$ cat src/rtl/simon_input_cond_pkg.sv
// Shared Simon definitions: default timing parameters and the button FSM encoding.
package simon_input_cond_pkg;

    localparam int SIMON_DEBOUNCE_CYCLES = 16;
    localparam int SIMON_PULSE_CYCLES    = 4;
    localparam int SIMON_SYNC_STAGES     = 2;

    typedef enum logic [1:0] {
        BTN_IDLE  = 2'd0,
        BTN_PULSE = 2'd1,
        BTN_HOLD  = 2'd2
    } btn_state_e;

endpackage

$ cat src/rtl/simon_debounce.sv
// One asynchronous input: flop synchronizer followed by a saturating-count debouncer.
module simon_debounce
    import simon_input_cond_pkg::*;
#(
    parameter int SYNC_STAGES     = SIMON_SYNC_STAGES,
    parameter int DEBOUNCE_CYCLES = SIMON_DEBOUNCE_CYCLES
) (
    input  logic sysclk,
    input  logic rst,
    input  logic raw,
    output logic clean
);

    localparam int CNT_W = $clog2(DEBOUNCE_CYCLES) + 1;

    logic [SYNC_STAGES-1:0] sync_q;
    logic [CNT_W-1:0]       cnt_q;
    logic                   clean_q;
    logic                   synced;

    assign synced = sync_q[SYNC_STAGES-1];
    assign clean  = clean_q;

    // The counter only ever reaches DEBOUNCE_CYCLES-1 before clearing, so it cannot wrap.
    always_ff @(posedge sysclk) begin
        if (rst) begin
            sync_q  <= '0;
            cnt_q   <= '0;
            clean_q <= 1'b0;
        end else begin
            sync_q <= {sync_q[SYNC_STAGES-2:0], raw};
            if (synced == clean_q) begin
                cnt_q <= '0;
            end else if (cnt_q == CNT_W'(DEBOUNCE_CYCLES - 1)) begin
                clean_q <= synced;
                cnt_q   <= '0;
            end else begin
                cnt_q <= cnt_q + CNT_W'(1);
            end
        end
    end

endmodule

$ cat src/rtl/simon_input_cond.sv
// Simon input conditioning: debounced switches plus one fixed-width pclk strobe per
// button press, with pattern/level frozen while the strobe is high.
module simon_input_cond
    import simon_input_cond_pkg::*;
#(
    parameter int DEBOUNCE_CYCLES = SIMON_DEBOUNCE_CYCLES,
    parameter int PULSE_CYCLES    = SIMON_PULSE_CYCLES,
    parameter int SYNC_STAGES     = SIMON_SYNC_STAGES
) (
    input  logic       sysclk,
    input  logic       rst,
    input  logic       btn_raw,
    input  logic [3:0] sw_raw,
    input  logic       lvl_raw,
    output logic       pclk,
    output logic [3:0] pattern,
    output logic       level,
    output logic [7:0] press_count
);

    localparam int PCNT_W = $clog2(PULSE_CYCLES) + 1;

    logic [5:0] raw_vec;
    logic [5:0] deb_vec;
    logic       deb_btn;
    logic [3:0] deb_sw;
    logic       deb_lvl;

    assign raw_vec = {lvl_raw, sw_raw, btn_raw};
    assign deb_btn = deb_vec[0];
    assign deb_sw  = deb_vec[4:1];
    assign deb_lvl = deb_vec[5];

    for (genvar i = 0; i < 6; i++) begin : g_cond
        simon_debounce #(
            .SYNC_STAGES    (SYNC_STAGES),
            .DEBOUNCE_CYCLES(DEBOUNCE_CYCLES)
        ) u_debounce (
            .sysclk(sysclk),
            .rst   (rst),
            .raw   (raw_vec[i]),
            .clean (deb_vec[i])
        );
    end

    btn_state_e        state_q, state_d;
    logic [PCNT_W-1:0] pcnt_q, pcnt_d;
    logic              pclk_d;
    logic              accept;
    logic              freeze;

    always_comb begin
        state_d = state_q;
        pcnt_d  = pcnt_q;
        accept  = 1'b0;
        case (state_q)
            BTN_IDLE: begin
                if (deb_btn) begin
                    state_d = BTN_PULSE;
                    pcnt_d  = '0;
                    accept  = 1'b1;
                end
            end
            BTN_PULSE: begin
                if (pcnt_q == PCNT_W'(PULSE_CYCLES - 1)) begin
                    state_d = BTN_HOLD;
                    pcnt_d  = '0;
                end else begin
                    pcnt_d = pcnt_q + PCNT_W'(1);
                end
            end
            BTN_HOLD: begin
                if (!deb_btn) begin
                    state_d = BTN_IDLE;
                end
            end
            default: state_d = BTN_IDLE;
        endcase
        pclk_d = (state_d == BTN_PULSE);
        // Loading on the PULSE->HOLD edge makes a change debounced mid-pulse show on HOLD's first cycle.
        freeze = (state_q == BTN_PULSE) && (state_d == BTN_PULSE);
    end

    always_ff @(posedge sysclk) begin
        if (rst) begin
            state_q     <= BTN_IDLE;
            pcnt_q      <= '0;
            pclk        <= 1'b0;
            pattern     <= '0;
            level       <= 1'b0;
            press_count <= '0;
        end else begin
            state_q <= state_d;
            pcnt_q  <= pcnt_d;
            pclk    <= pclk_d;
            if (accept) begin
                press_count <= press_count + 8'd1;
            end
            if (!freeze) begin
                pattern <= deb_sw;
                level   <= deb_lvl;
            end
        end
    end

endmodule
$ cat config.mk
export PLATFORM = sky130hd
export DESIGN_NAME = simon_input_cond
export DESIGN_NICKNAME = d
export VERILOG_FILES = /design/src/rtl/simon_input_cond_pkg.sv /design/src/rtl/simon_debounce.sv /design/src/rtl/simon_input_cond.sv
export SDC_FILE = /design/constraint.sdc
export NUM_CORES = 1
export LEC_CHECK = 0
export ABC_AREA = 1
export ABC_CLOCK_PERIOD_IN_PS = 1900
export CAP_MARGIN = 20
export CORE_ASPECT_RATIO = 1.5
export CORE_MARGIN = 1
export CORE_UTILIZATION = 30
export CTS_BUF_LIST = sky130_fd_sc_hd__clkbuf_4
export DETAILED_ROUTE_END_ITERATION = 8
export PLACE_DENSITY = 0.47
export SLEW_MARGIN = 20
export SYNTH_ARGS = -nofsm -noshare
export SYNTH_HDL_FRONTEND = slang
export SYNTH_SLANG_ARGS = --single-unit
$ cat constraint.sdc
create_clock -name sysclk -period 1.9 [get_ports sysclk]
set_input_delay 0.38 -clock sysclk [delete_from_list [all_inputs] [get_ports sysclk]]
set_output_delay 0.38 -clock sysclk [all_outputs]
set_load 0.05 [all_outputs]
==> results of run 1 <==
-- state kept, by name, summed over array words and instances (netlist names) --
name / flops
g_cond.u_debounce.clean: 6
pclk: 1
press_count: 8
pattern: 4
level: 1
g_cond.u_debounce.sync_q: 12
g_cond.u_debounce.cnt_q: 30
pcnt_q: 3
state_q: 2
-- worst max-delay path by stage --
stage,slack (ns),end,start
CTS,0.18,pattern[3],pattern[3]$_SDFFE_PP0N_
floorplan,0.44,press_count[6]$_SDFFE_PP0P_,press_count[1]$_SDFFE_PP0P_
global placement,0.28,g_cond[0].u_debounce.cnt_q[2]$_SDFF_PP0_,rst
finish,0.22,pattern[3],pattern[3]$_SDFFE_PP0N_
detailed placement,0.24,g_cond[3].u_debounce.cnt_q[2]$_SDFF_PP0_,rst
global route,0.13,press_count[7],press_count[7]$_SDFFE_PP0P_
-- area by class of cell --
cell class,instances,share of cell area
multi-input cells,190,0.336
repair buffers,23,0.0666
clock buffers,11,0.0280
well taps,105,0.0445
flip-flops and latches,67,0.455
inverters,49,0.0624
clock inverters,5,0.00679
diodes,1,0.000849
-- stage by stage --
stage	utilization	power [W]
after CTS	0.363	0.00228
after detailed placement	0.352	0.00152
after floorplan	-	0.00149
after global placement	0.352	0.00152
final	0.364	0.00223
after global routing	0.364	0.00236
-- worst reg2reg max path: stages (launching register included) --
cell and delay (ns):
dfxtp_1 0.35, ha_1 0.22, nand2_1 0.07, nor2_1 0.05
ha_1 0.20, a21oi_1 0.13, o211ai_1 0.19, nor3b_1 0.23
-- cell families (layout without fill, tap and decap cells) --
logic type      Yosys count  count (layout)  synth area share
fa+ha+maj                14              14            0.0690
other cells               0               1                 0
flops                    67              67             0.529
compound gates           47              47            0.0986
buf+inv                  53              88            0.0809
simple gates            128             128             0.219
xor+xnor                  1               1           0.00345
-- metal layers --
metal,global-route usage,vias up
met5,0,-
met3,0.0367,11
li1,-,1048
met4,0.0906,0
met2,0.199,34
met1,0.120,854
-- power by group --
part	internal, W	leakage (nW)	switching (W)
registers	0.00142	0.543	0.00000930
clock network	0.000280	0.0608	0.000469
logic	0.0000262	0.593	0.0000310
-- Yosys cell counts (all sizes together) --
cell type  instances
a21oi             26
buf                3
clkbuf             1
dfxtp             67
ha                14
inv               49
nand2             33
nand3             11
nand4              8
nor2              70
nor3b              6
o211ai             6
o21ai             15
xor2               1
-- timing repair --
action | 4_1_cts | 5_1_grt
resized for setup | 5 | 0
endpoints found under the setup margin | 5 | 0
endpoints found under the hold margin | 0 | 0
==> impl_metrics.ini, run 1 <==
[outcome]
status = finished clean

[synthesis]
syn_nets = 332
syn_inst = 310
ys_seq_elements = 67
synth_area_leaders = dfxtp_1, nor2_1, inv_1
ys_seq_area_frac = 0.529
synth_area_um2 = 2540
synth_cell_types = 19
syn_area_per_cell_um2 = 8.19
yosysWarnings = 0
synth_top_area_frac = 0.529
yosysTopAreaCell = dfxtp_1

[setup_path]
crit_fanout = 2
worstReg2RegStart = g_cond[3].u_debounce.cnt_q[0]$_SDFF_PP0_
end_kind = output port
cpPeakStageDelay_ns = 0.54
crit_buf_inv = 1
cp.depth = 1
cp_cell_sequence = dlygate4sd2_1
timing.rr.end = g_cond[3].u_debounce.cnt_q[2]$_SDFF_PP0_
cp-start-kind = register
reg2reg_slack_ns = 0.38
path_class = register to output port
crit_slowest_cell = dlygate4sd2_1
crit_family = buffers and inverters
cp.arrival_ns = 1.30
reg2regPathDepth = 7
cp.required_ns = 1.52

[sta]
fin_skew_ns = 0.00774
hold_viol_final = 0
min_period_over_period = 0.886
hold_ws_ns = 0.409
relSlewSlack = 0.672
setup_viol = 0
rsz0062_at_grt = false
tightest_slew_ns = 0.494
period_needed_ns = 1.68
setup_ws_ns = 0.216
fmax_ghz = 0.594
setup_tns_ns = 0
slew_viol_final = 0

[worst_hold_path]
hold_depth = 2
min_path_type = register to register
whs_endpoint = g_cond[1].u_debounce.sync_q[1]$_SDFF_PP0_
min-delay-start = g_cond[1].u_debounce.sync_q[0]$_SDFF_PP0_

[clock_network]
htreeDepth = 3
cts_hold_buf = 0
clockBufferDepth = 2
tritoncts = yes
cts_buffers = 9
clk_pin_slew_ns = 0.10
post_cts_buffers = 0
cts_root_buf = clkbuf_4
cts_sinks = 67
clkLatencyLatePin_ns = 0.41

[drt]
ant_nets = 0
vias = 1947
wirelength_mm = 4.30
met2_length_mm = 1.99
routedWlPerCell_um = 9.53
drc = 0
wl_met1_mm = 1.98
dr.pass1.iters = 4
top_layer = met4
drtIter0Drc = 44
route.met3.wl_um = 176
viasPerCell = 4.32

[floorplanning]
coreArea_um2 = 8110
die_h_um = 115
dieArea_um2 = 8840
num_io_pins = 22
die_w_um = 77.1
core.rowCount = 40
start_util = 0.313

[finish]
num-nets-final = 362
final-seq-area_um2 = 1340
multi_input_area_um2 = 991
layout_common_cells = nor2_1, dfxtp_1, inv_1
syn2layout_area_growth_pct = 16.2
fin_cells = 451
fin_area_um2 = 2950
n_fill_cell = 873
drive_gt1_frac = 0.0841

[place]
dp.cells = 434
io_buffer_count = 21
gp_congestion = 0.716
placed_area_um2 = 2850
hpwlAfterDp_mm = 3.15
dpl_worst_slack_ns = 0.239

[power_and_ir_drop]
powerDensity_nw_per_um2 = 758
peakVddDrop_uv = 295
leakage_nw = 1.20

[global_routing]
grt_first_pass_wirelength_mm = 7.82
track_usage = 0.118
grt_pass1_vias = 1866
grt_max_degree = 18
grt_antenna_before_repair = 1
gr-total-overflow = 0

[job]
cap_violations = 0
(Power assumes the default switching activity.)
==> inputs of run 2 (changes only) <==
--- a/config.mk
+++ b/config.mk
@@ -17,4 +17,5 @@
 export SLEW_MARGIN = 20
 export SYNTH_ARGS = -nofsm -noshare
 export SYNTH_HDL_FRONTEND = slang
+export SYNTH_HIERARCHICAL = 1
 export SYNTH_SLANG_ARGS = --single-unit
==> impl_metrics.ini, run 2 <==
[outcome]
status = finished clean

[setup_path]
path_class = register to output port
cp.required_ns = 1.52
timing.rr.end = g_cond[0].u_debounce/cnt_q[3]$_SDFF_PP0_
crit_family = buffers and inverters
reg2regPathDepth = 7
crit_buf_inv = 1
cp.arrival_ns = 1.30
cp_cell_sequence = dlygate4sd2_1
worstReg2RegStart = g_cond[0].u_debounce/cnt_q[0]$_SDFF_PP0_
cp-start-kind = register
cp.depth = 1
end_kind = output port
cpPeakStageDelay_ns = 0.54
crit_fanout = 4
reg2reg_slack_ns = 0.54
crit_slowest_cell = dlygate4sd2_1

[finish]
syn2layout_area_growth_pct = 16.6
final_common_cell = nor2_1
largest-register = g_cond.u_debounce/cnt_q
layout_common_cells = nor2_1, dfxtp_1, inv_1
num-nets-final = 381
drive_gt1_frac = 0.132
largest_reg_flops = 30
top_regs = g_cond.u_debounce/cnt_q x30, g_cond.u_debounce/sync_q x12, press_count x8
diodes = 0
fin_area_um2 = 3100

[drt]
vias = 1971
wirelength_mm = 4.33
drc = 0
routedWlPerCell_um = 9.19
drtIter0Drc = 48
viasPerCell = 4.18
dr.pass1.iters = 4
ant_nets = 0

[floorplanning]
start_util = 0.312
coreArea_um2 = 8520
core.rowCount = 41
die_h_um = 117
die_w_um = 78.8
dieArea_um2 = 9240
num_io_pins = 22

[worst_hold_path]
min-delay-start = g_cond[5].u_debounce/sync_q[0]$_SDFF_PP0_
hold_depth = 2
whs_endpoint = g_cond[5].u_debounce/sync_q[1]$_SDFF_PP0_
min_path_type = register to register

[sta]
fin_skew_ns = 0.00868
fmax_ghz = 0.594
hold_viol_final = 0
slew_viol_final = 0
min_period_over_period = 0.887
tightest_slew_ns = 0.486
setup_viol = 0
rsz0062_at_grt = false
setup_tns_ns = 0
relSlewSlack = 0.677
period_needed_ns = 1.68

[synthesis]
yosysWarnings = 6
synth.most_common_cell = nor2_1
ys_seq_elements = 67
synth_commonest_cells = nor2_1, dfxtp_1, inv_1
syn_nets = 348
synth_top_flop_cell = dfxtp_1
async_flop_share = 0
synth_edf_count = 0
yosysTopAreaCell = dfxtp_1
synth_area_leaders = dfxtp_1, nor2_1, inv_1
ys_seq_area_frac = 0.505
synth_top_area_frac = 0.505
syn_inst = 326
synth_cell_types = 18
syn_area_per_cell_um2 = 8.14
synth_area_um2 = 2660

[global_routing]
grt_max_degree = 29
grt_pass1_vias = 1776
track_usage = 0.110
gr-total-overflow = 0
grt_antenna_before_repair = 0
grt_first_pass_wirelength_mm = 7.49

[power_and_ir_drop]
peakVddDrop_uv = 370
leakage_nw = 1.25
powerDensity_nw_per_um2 = 723

[clock_network]
cts_buffers = 9
cts_root_buf = clkbuf_4
clockBufferDepth = 2
tritoncts = yes
clkLatencyLatePin_ns = 0.41
cts_sinks = 67
clk_pin_slew_ns = 0.10
cts_resized = 6
post_cts_buffers = 0
cts_hold_buf = 0
htreeDepth = 3

[job]
cap_violations = 0

[place]
io_buffer_count = 21
hpwlAfterDp_mm = 3.04
placed_area_um2 = 3000
gp_congestion = 0.678
run 2: worst max path at each step:
stage                                     start                          end
CTS                 press_count[5]$_SDFFE_PP0P_               press_count[5]
global route        press_count[5]$_SDFFE_PP0P_               press_count[5]
detailed placement  press_count[5]$_SDFFE_PP0P_               press_count[5]
finish              press_count[5]$_SDFFE_PP0P_               press_count[5]
global placement    press_count[5]$_SDFFE_PP0P_               press_count[5]
floorplan           press_count[1]$_SDFFE_PP0P_  press_count[6]$_SDFFE_PP0P_
run 2: per-stage QoR:
step | worst slack (ns) | power, W | instances | utilization | hold WS [ns]
final | 0.215 | 0.00224 | 471 | 0.364 | 0.407
after detailed placement | 0.366 | 0.00153 | 455 | 0.352 | 0.393
after global placement | 0.374 | 0.00153 | 455 | 0.352 | 0.391
after global routing | 0.133 | 0.00237 | 471 | 0.364 | 0.434
after floorplan | 0.444 | 0.00149 | 326 | - | 0.388
after CTS | 0.162 | 0.00230 | 471 | 0.364 | 0.410
run 2: metal layers:
metal	GRT usage	part of all wire	wire (um)	up-vias
met1	0.111	0.45	1950	851
met5	0	0	0	-
met4	0.102	0.039	170	0
li1	-	-	-	1083
met3	0.0310	0.037	162	11
met2	0.184	0.47	2050	26
run 2: area by class of cell:
cell class                 instances  area [um^2]
clock buffer                      11         82.6
clock inverter                     5         20.0
fill                             946         5420
inverter                          56          210
multi-input combinational        202         1100
sequential                        67         1340
tap                              107          134
timing repair buffer              23          210
run 2: cell families after synthesis:
kind of cell,after synthesis,share of synthesized area
buffers and inverters,57,0.0811
AOI/OAI and AO/OA,31,0.0726
adders and majority gates,14,0.0660
xor gates and xnor gates,6,0.0198
and+or+nand+nor,151,0.255
DFF,67,0.505
run 2: where the power goes:
| group | switching [W] | internal, W | total [W] |
|---|---|---|---|
| clock network | 0.000462 | 0.000280 | 0.000742 |
| registers | 0.00000750 | 0.00142 | 0.00143 |
| logic | 0.0000395 | 0.0000321 | 0.0000716 |
==> inputs of run 3 (changes only) <==
--- a/config.mk
+++ b/config.mk
@@ -10,10 +10,11 @@
 export CAP_MARGIN = 20
 export CORE_ASPECT_RATIO = 1.5
 export CORE_MARGIN = 1
-export CORE_UTILIZATION = 30
+export CORE_UTILIZATION = 55
 export CTS_BUF_LIST = sky130_fd_sc_hd__clkbuf_4
 export DETAILED_ROUTE_END_ITERATION = 8
-export PLACE_DENSITY = 0.47
+export PLACE_DENSITY = 0.76
+export SETUP_SLACK_MARGIN = 0.2
 export SLEW_MARGIN = 20
 export SYNTH_ARGS = -nofsm -noshare
 export SYNTH_HDL_FRONTEND = slang
==> impl_metrics.ini, run 3 (synthesized netlist as in run 2, its figures left out) <==
[outcome]
status = finished clean

[setup_path]
crit_family = buffers and inverters
crit_buf_inv = 1
cp.arrival_ns = 1.25
cp-start-kind = register
crit_fanout = 2
cp.required_ns = 1.52
cpPeakStageDelay_ns = 0.51
crit_slowest_cell = clkdlybuf4s15_1
path_class = register to output port
end_kind = output port
cp_cell_sequence = clkdlybuf4s15_1

[clock_network]
clk_pin_slew_ns = 0.10
clockBufferDepth = 2
htreeDepth = 3
cts_buffers = 9
cts_hold_buf = 0
cts_sinks = 67
clkLatencyLatePin_ns = 0.39
tritoncts = yes
cts_root_buf = clkbuf_4
post_cts_buffers = 0

[finish]
diodes = 0
layout_common_cells = nor2_1, dfxtp_1, inv_1
top_regs = g_cond.u_debounce/cnt_q x30, g_cond.u_debounce/sync_q x12, press_count x8
n_fill_cell = 406
drive_gt1_frac = 0.135
largest-register = g_cond.u_debounce/cnt_q
fin_area_um2 = 3060
syn2layout_area_growth_pct = 15.1
num-nets-final = 381
largest_reg_flops = 30
final_common_cell = nor2_1

[power_and_ir_drop]
peakVddDrop_uv = 629
fin_total_pwr_w = 0.00236
powerDensity_nw_per_um2 = 771
leakage_nw = 1.24

[drt]
routedWlPerCell_um = 9.84
ant_nets = 0
dr.pass1.iters = 4
viasPerCell = 4.78
wirelength_mm = 4.20
vias = 2041
drc = 0
drtIter0Drc = 54

[global_routing]
grt_max_degree = 17
grt_first_pass_wirelength_mm = 7.22
grt_pass1_vias = 1862
track_usage = 0.191
grt_antenna_before_repair = 0
gr-total-overflow = 0

[sta]
setup_viol = 0
slew_viol_final = 0
min_period_over_period = 0.859
hold_viol_final = 0
rsz0062_at_grt = false
hold_ws_ns = 0.397
tightest_slew_ns = 0.489
fin_skew_ns = 0.00796
relSlewSlack = 0.676
setup_tns_ns = 0
period_needed_ns = 1.63
fmax_ghz = 0.613

[floorplanning]
dieArea_um2 = 5120
core.rowCount = 30
die_w_um = 58.7
coreArea_um2 = 4580
start_util = 0.580
die_h_um = 87.1
num_io_pins = 22

[place]
gp_congestion = 0.777
hpwlAfterDp_mm = 3.13
io_buffer_count = 21
placed_area_um2 = 2940

[worst_hold_path]
min_path_type = register to register

[job]
cap_violations = 0
[run 3: final timing paths]
path,start,endpoint,slack (ns),cells past startpoint
worst max register to register,g_cond[2].u_debounce/cnt_q[0]$_SDFF_PP0_,g_cond[2].u_debounce/cnt_q[3]$_SDFF_PP0_,0.53,7
worst min-delay path,g_cond[0].u_debounce/sync_q[0]$_SDFF_PP0_,g_cond[0].u_debounce/sync_q[1]$_SDFF_PP0_,0.40,2
worst min register to register,g_cond[0].u_debounce/sync_q[0]$_SDFF_PP0_,g_cond[0].u_debounce/sync_q[1]$_SDFF_PP0_,0.40,2
worst max-delay path,pattern[2]$_SDFFE_PP0N_,pattern[2],0.27,1
[run 3: worst register-to-register path, stage by stage (launching register included)]
cell and delay [ns]:
dfxtp_1 0.36, ha_1 0.23, nand2_1 0.07, nor2_1 0.05
ha_1 0.21, nor2_2 0.12, nand3_2 0.15, a21oi_2 0.12
[run 3: per-stage QoR]
stage,instances,setup slack (ns),utilization
2_1_floorplan,326,0.444,-
3_3_place_gp,412,0.379,0.642
3_5_place_dp,412,0.310,0.642
4_1_cts,427,0.169,0.667
5_1_grt,427,0.203,0.667
6_report,427,0.267,0.667
[run 3: what timing repair did]
action                                  4_1_cts  5_1_grt
endpoints found under the hold margin         0        0
gates resized for setup                       7        7
endpoints found under the setup margin        7        6
[run 3: layout make-up]
class / instances / area [um^2] / share of cell area
Timing Repair Buffer: 23 / 201 / 0.0659
Tap cell: 64 / 80.1 / 0.0262
Inverter: 56 / 210 / 0.0688
Clock inverter: 4 / 42.5 / 0.0139
Multi-Input combinational cell: 202 / 1100 / 0.359
Clock buffer: 11 / 82.6 / 0.0270
Sequential cell: 67 / 1340 / 0.439
[run 3: report_power, final]
group          switching (W)  internal [W]
combinational      0.0000393     0.0000294
sequential        0.00000769       0.00142
clock               0.000448      0.000414
total               0.000495       0.00186
[run 3: per-layer routing]
layer	GRT usage	vias to the layer above	share of wire
li1	-	1082	-
met1	0.191	922	0.42
met2	0.338	33	0.52
met3	0.0669	4	0.036
met4	0.0996	0	0.016
met5	0	-	0
